===== src/rtl/uart_tx.sv =====
// 8-bit UART transmitter: start bit, 8 data bits LSB first, optional parity, 1 or 2 stop bits.
// One frame per low-to-high transmit request; o_txd is always a registered output.
module uart_tx #(
    parameter int DIVISOR   = 208,
    parameter int PARITY    = 0,
    parameter int STOP_BITS = 1
) (
    input  logic       clk,
    input  logic       reset_n,
    input  logic       i_send,
    input  logic [7:0] i_data,
    output logic       o_busy,
    output logic       o_txd
);

    typedef enum logic [2:0] {IDLE, START, DATA, PAR, STOP} state_t;

    localparam logic [15:0] BIT_LOAD  = 16'(DIVISOR - 1);
    localparam logic [2:0]  STOP_LAST = 3'(STOP_BITS - 1);

    state_t      state_q, state_d;
    logic [15:0] baud_q, baud_d;
    logic [2:0]  bit_q, bit_d;
    logic [7:0]  data_q, data_d;
    logic        armed_q, armed_d;
    logic        busy_q, busy_d;
    logic        txd_q, txd_d;

    logic        baud_done;
    logic [2:0]  bit_nxt;
    logic        par_bit;

    assign baud_done = (baud_q == 16'd0);
    assign bit_nxt   = bit_q + 3'd1;
    assign par_bit   = (PARITY == 2) ? ~^data_q : ^data_q;

    always_comb begin
        state_d = state_q;
        baud_d  = baud_q;
        bit_d   = bit_q;
        data_d  = data_q;
        busy_d  = busy_q;
        txd_d   = txd_q;
        // armed re-arms whenever the host drops its request, so a held level
        // can never trigger a second frame
        armed_d = armed_q | ~i_send;

        case (state_q)
            IDLE: begin
                if (i_send && armed_q) begin
                    data_d  = i_data;
                    armed_d = 1'b0;
                    state_d = START;
                    busy_d  = 1'b1;
                    txd_d   = 1'b0;
                    baud_d  = BIT_LOAD;
                    bit_d   = 3'd0;
                end
            end
            START: begin
                if (baud_done) begin
                    state_d = DATA;
                    txd_d   = data_q[0];
                    baud_d  = BIT_LOAD;
                    bit_d   = 3'd0;
                end else begin
                    baud_d = baud_q - 16'd1;
                end
            end
            DATA: begin
                if (baud_done) begin
                    baud_d = BIT_LOAD;
                    bit_d  = bit_nxt;
                    if (bit_q == 3'd7) begin
                        state_d = (PARITY != 0) ? PAR : STOP;
                        txd_d   = (PARITY != 0) ? par_bit : 1'b1;
                    end else begin
                        txd_d = data_q[bit_nxt];
                    end
                end else begin
                    baud_d = baud_q - 16'd1;
                end
            end
            PAR: begin
                if (baud_done) begin
                    state_d = STOP;
                    txd_d   = 1'b1;
                    baud_d  = BIT_LOAD;
                    bit_d   = 3'd0;
                end else begin
                    baud_d = baud_q - 16'd1;
                end
            end
            STOP: begin
                if (baud_done) begin
                    if (bit_q == STOP_LAST) begin
                        state_d = IDLE;
                        busy_d  = 1'b0;
                        txd_d   = 1'b1;
                        bit_d   = 3'd0;
                    end else begin
                        bit_d  = bit_nxt;
                        baud_d = BIT_LOAD;
                    end
                end else begin
                    baud_d = baud_q - 16'd1;
                end
            end
            default: begin
                state_d = IDLE;
                busy_d  = 1'b0;
                txd_d   = 1'b1;
            end
        endcase
    end

    always_ff @(posedge clk) begin
        if (!reset_n) begin
            state_q <= IDLE;
            baud_q  <= 16'd0;
            bit_q   <= 3'd0;
            data_q  <= 8'd0;
            armed_q <= 1'b1;
            busy_q  <= 1'b0;
            txd_q   <= 1'b1;
        end else begin
            state_q <= state_d;
            baud_q  <= baud_d;
            bit_q   <= bit_d;
            data_q  <= data_d;
            armed_q <= armed_d;
            busy_q  <= busy_d;
            txd_q   <= txd_d;
        end
    end

    assign o_busy = busy_q;
    assign o_txd  = txd_q;

endmodule


===== config.mk =====
export PLATFORM = sky130hd
export DESIGN_NAME = uart_tx
export DESIGN_NICKNAME = d
export VERILOG_FILES = /design/src/rtl/uart_tx.sv
export SDC_FILE = /design/constraint.sdc
export NUM_CORES = 1
export LEC_CHECK = 0
export CORE_MARGIN = 3
export CORE_UTILIZATION = 45
export CTS_CLUSTER_DIAMETER = 50
export DETAILED_ROUTE_END_ITERATION = 10
export PLACE_DENSITY = 0.75
export SYNTH_ARGS = -nofsm -noshare
export SYNTH_HDL_FRONTEND = slang
export SYNTH_SLANG_ARGS = --single-unit

===== constraint.sdc =====
create_clock -name clk -period 3 [get_ports clk]
set_input_delay 0.9 -clock clk [delete_from_list [all_inputs] [get_ports clk]]
set_output_delay 0.9 -clock clk [all_outputs]
set_load 0.1 [all_outputs]

==> results.yml <==
synthesis:
  synth_seq_cells: 33
  synth_nets: 227
  sequential_area_share_after_synthesis_pct: 37.9
  synth.cell_area_sq_um: 1740
  synth_cell_types: 49
  ys_warn_count: 0
  ys_dominant_reg_cell: "sky130_fd_sc_hd__dfxtp_1"
  synth_enable_flop_cells: 0
  avgSynthCellArea_sq_um: 8.22
  postSynth.asyncResetShare_pct: 0
  netlist_instances: 212
clock_tree:
  number_of_levels_the_h_tree_was_split_into: 2
  postCtsResizedCells: 0
  cts_inserted_buffers: 5
  cts_buffer_depth: 2
  clockRootBuffer: "sky130_fd_sc_hd__clkbuf_8"
  cts.hold.buffers_added: 0
  cts.sink_count: 33
  worst_skew_pair.late_latency_ns: 0.29
  post-cts-setup-buffers: 0
  worst_setup_hold_path_clk_slew_ns: 0.07
  tritoncts_clock_tree: "done"
sta:
  clock_skew_ns: 0.00884
  report.final.setup_viol: 0
  post-route-min-period_ns: 2.57
  grt_setup_unrepaired: "no"
  hold_viol_final: 0
  max_slew.worst_pin.slew_ns: 0.913
  drv_slew: 0
  timing.fmax_ghz: 0.389
  finalSetupTns_ns: 0
  timing.max_slew.rel_slack_pct: 38.9
  layout_setup_ws_ns: 0.429
  final.period_utilization_pct: 85.7
critical_path:
  worst-path-stages: 5
  timing.critical_path.max_delay_family: "simple AND/OR/NAND/NOR gates"
  slowest_delay_ns: 0.76
  slowest_cell_on_the_critical_path: "sky130_fd_sc_hd__nor2_1"
  worstPathCellList: "or3_1 > nand2_1 > nor2_1 > a21oi_1 > a311oi_1"
  crit_path_start_kind: "flip-flop"
  worstPathArrival_ns: 2.77
  crit-reg2reg-capture: "baud_q[4]"
  timing.reg2reg.setup_slack_ns: 0.43
  critical_path.reg2reg.startpoint: "state_q[2]"
  timing.critical_path.required_ns: 3.20
  timing_worst_setup_path_type: "reg2reg"
  logic_depth_of_the_worst_register_to_register_path: 5
  end_kind: "flip-flop"
  worstPathBufferInverterCount: 0
  maximum_fanout_count_along_the_critical_path: 15
detailed_routing:
  vias: 1646
  post_drt_via_cell_ratio: 6.05
  dr.pass1.iters: 5
  first_iter_violations: 121
  wl_cell_um: 15.2
  drt_wl_total_mm: 4.15
  detail-route-antenna-nets: 0
  detail_route.drc_violations: 0
global_routing:
  met2_usage_pct: 32.1
  global_route.peak_usage_layer: "met2"
  first_pass_grt_wire_length_mm: 7.13
  met3_global_route_usage_pct: 7.06
  grt_max_degree: 22
  gr-usage-all-layers_pct: 20.7
  grt.met1_usage_pct: 26.1
  vias_in_the_first_global_route: 1515
  grt.overflow.total: 0
  antenna_found_initial: 0
pwr:
  switching_share_pct: 34.8
  intPower_w: 0.000816
  leakage_power_nw: 0.709
  power_per_cell_area_nw_per_um2: 623
  power.share.clock_pct: 30.2
  power.total_w: 0.00125
  largest_vdd_supply_drop_mv: 0.330
  power.switching_w: 0.000435
  proportion_of_power_drawn_by_flip_flops_and_latches_pct: 41.5
  power_frac_comb_pct: 28.3
place:
  place_ws_ns: 0.469
  placedInstanceArea_sq_um: 1910
  io_buffer_count: 12
  gpl.final_weighted_congestion: 0.831
  hpwl_mm: 2.83
floorplanning:
  floorplan.io_pins: 13
  placeable_core_area_sq_um: 3520
  initial_core_util_pct: 49.5
  die-area_sq_um: 4650
  placementRows: 21
  die_height_um: 68.2
  die_wd_um: 68.2
final_layout:
  postLayoutCoreUtil_pct: 57.1
  syn2layout_area_growth_pct: 15.4
  fin_nets: 240
  drive_gt1_share_pct: 10.6
  final_cell_area_sq_um: 2010
  antenna-diode-count: 0
hold_path:
  hold_path_startpoint: "data_q[2]"
  worst_hold_path_class: "reg2reg"
  hold_end: "data_q[2]"
  hold_path_depth: 2
outcome:
  run_status: "complete, no violations"
job:
  cap_violations: 0
stage by stage:
| step | instances | hold slack (ns) |
|---|---|---|
| final | 272 | 0.479 |
| after global routing | 272 | 0.497 |
| after CTS | 272 | 0.478 |
| after detailed placement | 264 | 0.469 |
| after global placement | 264 | 0.464 |
| after floorplan | 212 | 0.450 |
routing by layer:
metal,part of all wire [%],up-vias
li1,-,832
met1,47,764
met2,47,47
met3,5.5,3
met4,0.29,0
met5,0,-
state kept, by name (all words and copies together), names as in the netlist:
register  count
baud_q       16
data_q        8
bit_q         3
state_q       3
armed_q       1
o_busy        1
o_txd         1
placed cells by master (no fill, tap or decap), types with 2 or more instances in the layout:
| cell type | n |
|---|---|
| sky130_fd_sc_hd__nor2b_1 | 3 |
| sky130_fd_sc_hd__clkbuf_8 | 7 |
| sky130_fd_sc_hd__buf_4 | 7 |
| sky130_fd_sc_hd__nand2b_1 | 4 |
| sky130_fd_sc_hd__o31ai_1 | 3 |
| sky130_fd_sc_hd__nor2_1 | 10 |
| sky130_fd_sc_hd__o21a_1 | 2 |
| sky130_fd_sc_hd__and2_1 | 3 |
| sky130_fd_sc_hd__a211oi_1 | 2 |
| sky130_fd_sc_hd__a31oi_1 | 4 |
| sky130_fd_sc_hd__nand3_1 | 7 |
| sky130_fd_sc_hd__nor3_1 | 13 |
| sky130_fd_sc_hd__inv_1 | 8 |
| sky130_fd_sc_hd__a2111oi_0 | 2 |
| sky130_fd_sc_hd__a41oi_1 | 2 |
| sky130_fd_sc_hd__a311oi_1 | 5 |
| sky130_fd_sc_hd__or3_1 | 6 |
| sky130_fd_sc_hd__a21oi_1 | 22 |
| sky130_fd_sc_hd__clkdlybuf4s50_1 | 10 |
| sky130_fd_sc_hd__dfxtp_1 | 33 |
| sky130_fd_sc_hd__ha_1 | 4 |
| sky130_fd_sc_hd__o21ai_0 | 19 |
| sky130_fd_sc_hd__nand2_1 | 19 |
| sky130_fd_sc_hd__nor4_1 | 3 |
| sky130_fd_sc_hd__o31a_1 | 2 |
tightest hold or removal path, delay by kind of cell (launching register included):
kind | cells | cell delay [ns]
AO/OA/AOI/OAI | 2 | 0.13
flip-flops | 1 | 0.31
synthesized netlist by cell type (4+ instances only):
| master | number | share of area (%) |
|---|---|---|
| sky130_fd_sc_hd__dfxtp_1 | 33 | 38 |
| sky130_fd_sc_hd__a21oi_1 | 22 | 6.3 |
| sky130_fd_sc_hd__nand2_1 | 19 | 4.1 |
| sky130_fd_sc_hd__o21ai_0 | 19 | 5.5 |
| sky130_fd_sc_hd__nor3_1 | 13 | 3.7 |
| sky130_fd_sc_hd__nor2_1 | 10 | 2.2 |
| sky130_fd_sc_hd__clkbuf_1 | 9 | 1.9 |
| sky130_fd_sc_hd__inv_1 | 8 | 1.7 |
| sky130_fd_sc_hd__nand3_1 | 7 | 2.0 |
| sky130_fd_sc_hd__or3_1 | 6 | 2.2 |
| sky130_fd_sc_hd__a311oi_1 | 5 | 2.5 |
| sky130_fd_sc_hd__a31oi_1 | 4 | 1.4 |
| sky130_fd_sc_hd__ha_1 | 4 | 2.9 |
| sky130_fd_sc_hd__nand2b_1 | 4 | 1.4 |
power groups by stage:
stage | Combinational [W] | Clock [W] | Sequential (W)
5_1_grt | 0.000390 | 0.000401 | 0.000527
3_3_place_gp | 0.000344 | 0 | 0.000526
4_1_cts | 0.000351 | 0.000379 | 0.000518
3_5_place_dp | 0.000348 | 0 | 0.000528
6_report | 0.000354 | 0.000378 | 0.000519
2_1_floorplan | 0.000240 | 0 | 0.000547
worst max path at each step:
stage | startpoint | to | slack, ns
floorplan | baud_q[0] | state_q[2] | 0.86
global placement | state_q[2] | baud_q[12] | 0.52
detailed placement | i_send | baud_q[15] | 0.47
CTS | state_q[2] | baud_q[4] | 0.43
global route | state_q[2] | baud_q[4] | 0.15
finish | state_q[2] | baud_q[4] | 0.43
area by class of cell:
type	instances	area (sq um)
Fill cell	328	1510
Multi-Input combinational cell	160	1010
Sequential cell	33	661
Timing Repair Buffer	17	153
Clock buffer	7	96.3
Tap cell	46	57.6
Inverter	8	30.0
Clock inverter	1	5.00
kinds of logic after synthesis:
kind of cell	synth area share, %
compound gates	27.9
mux	2.51
xor+xnor	0.503
buf+inv	4.24
fa+ha+maj	2.87
flops	37.9
simple gates	24.1
Power figures use the tool's default switching activity.
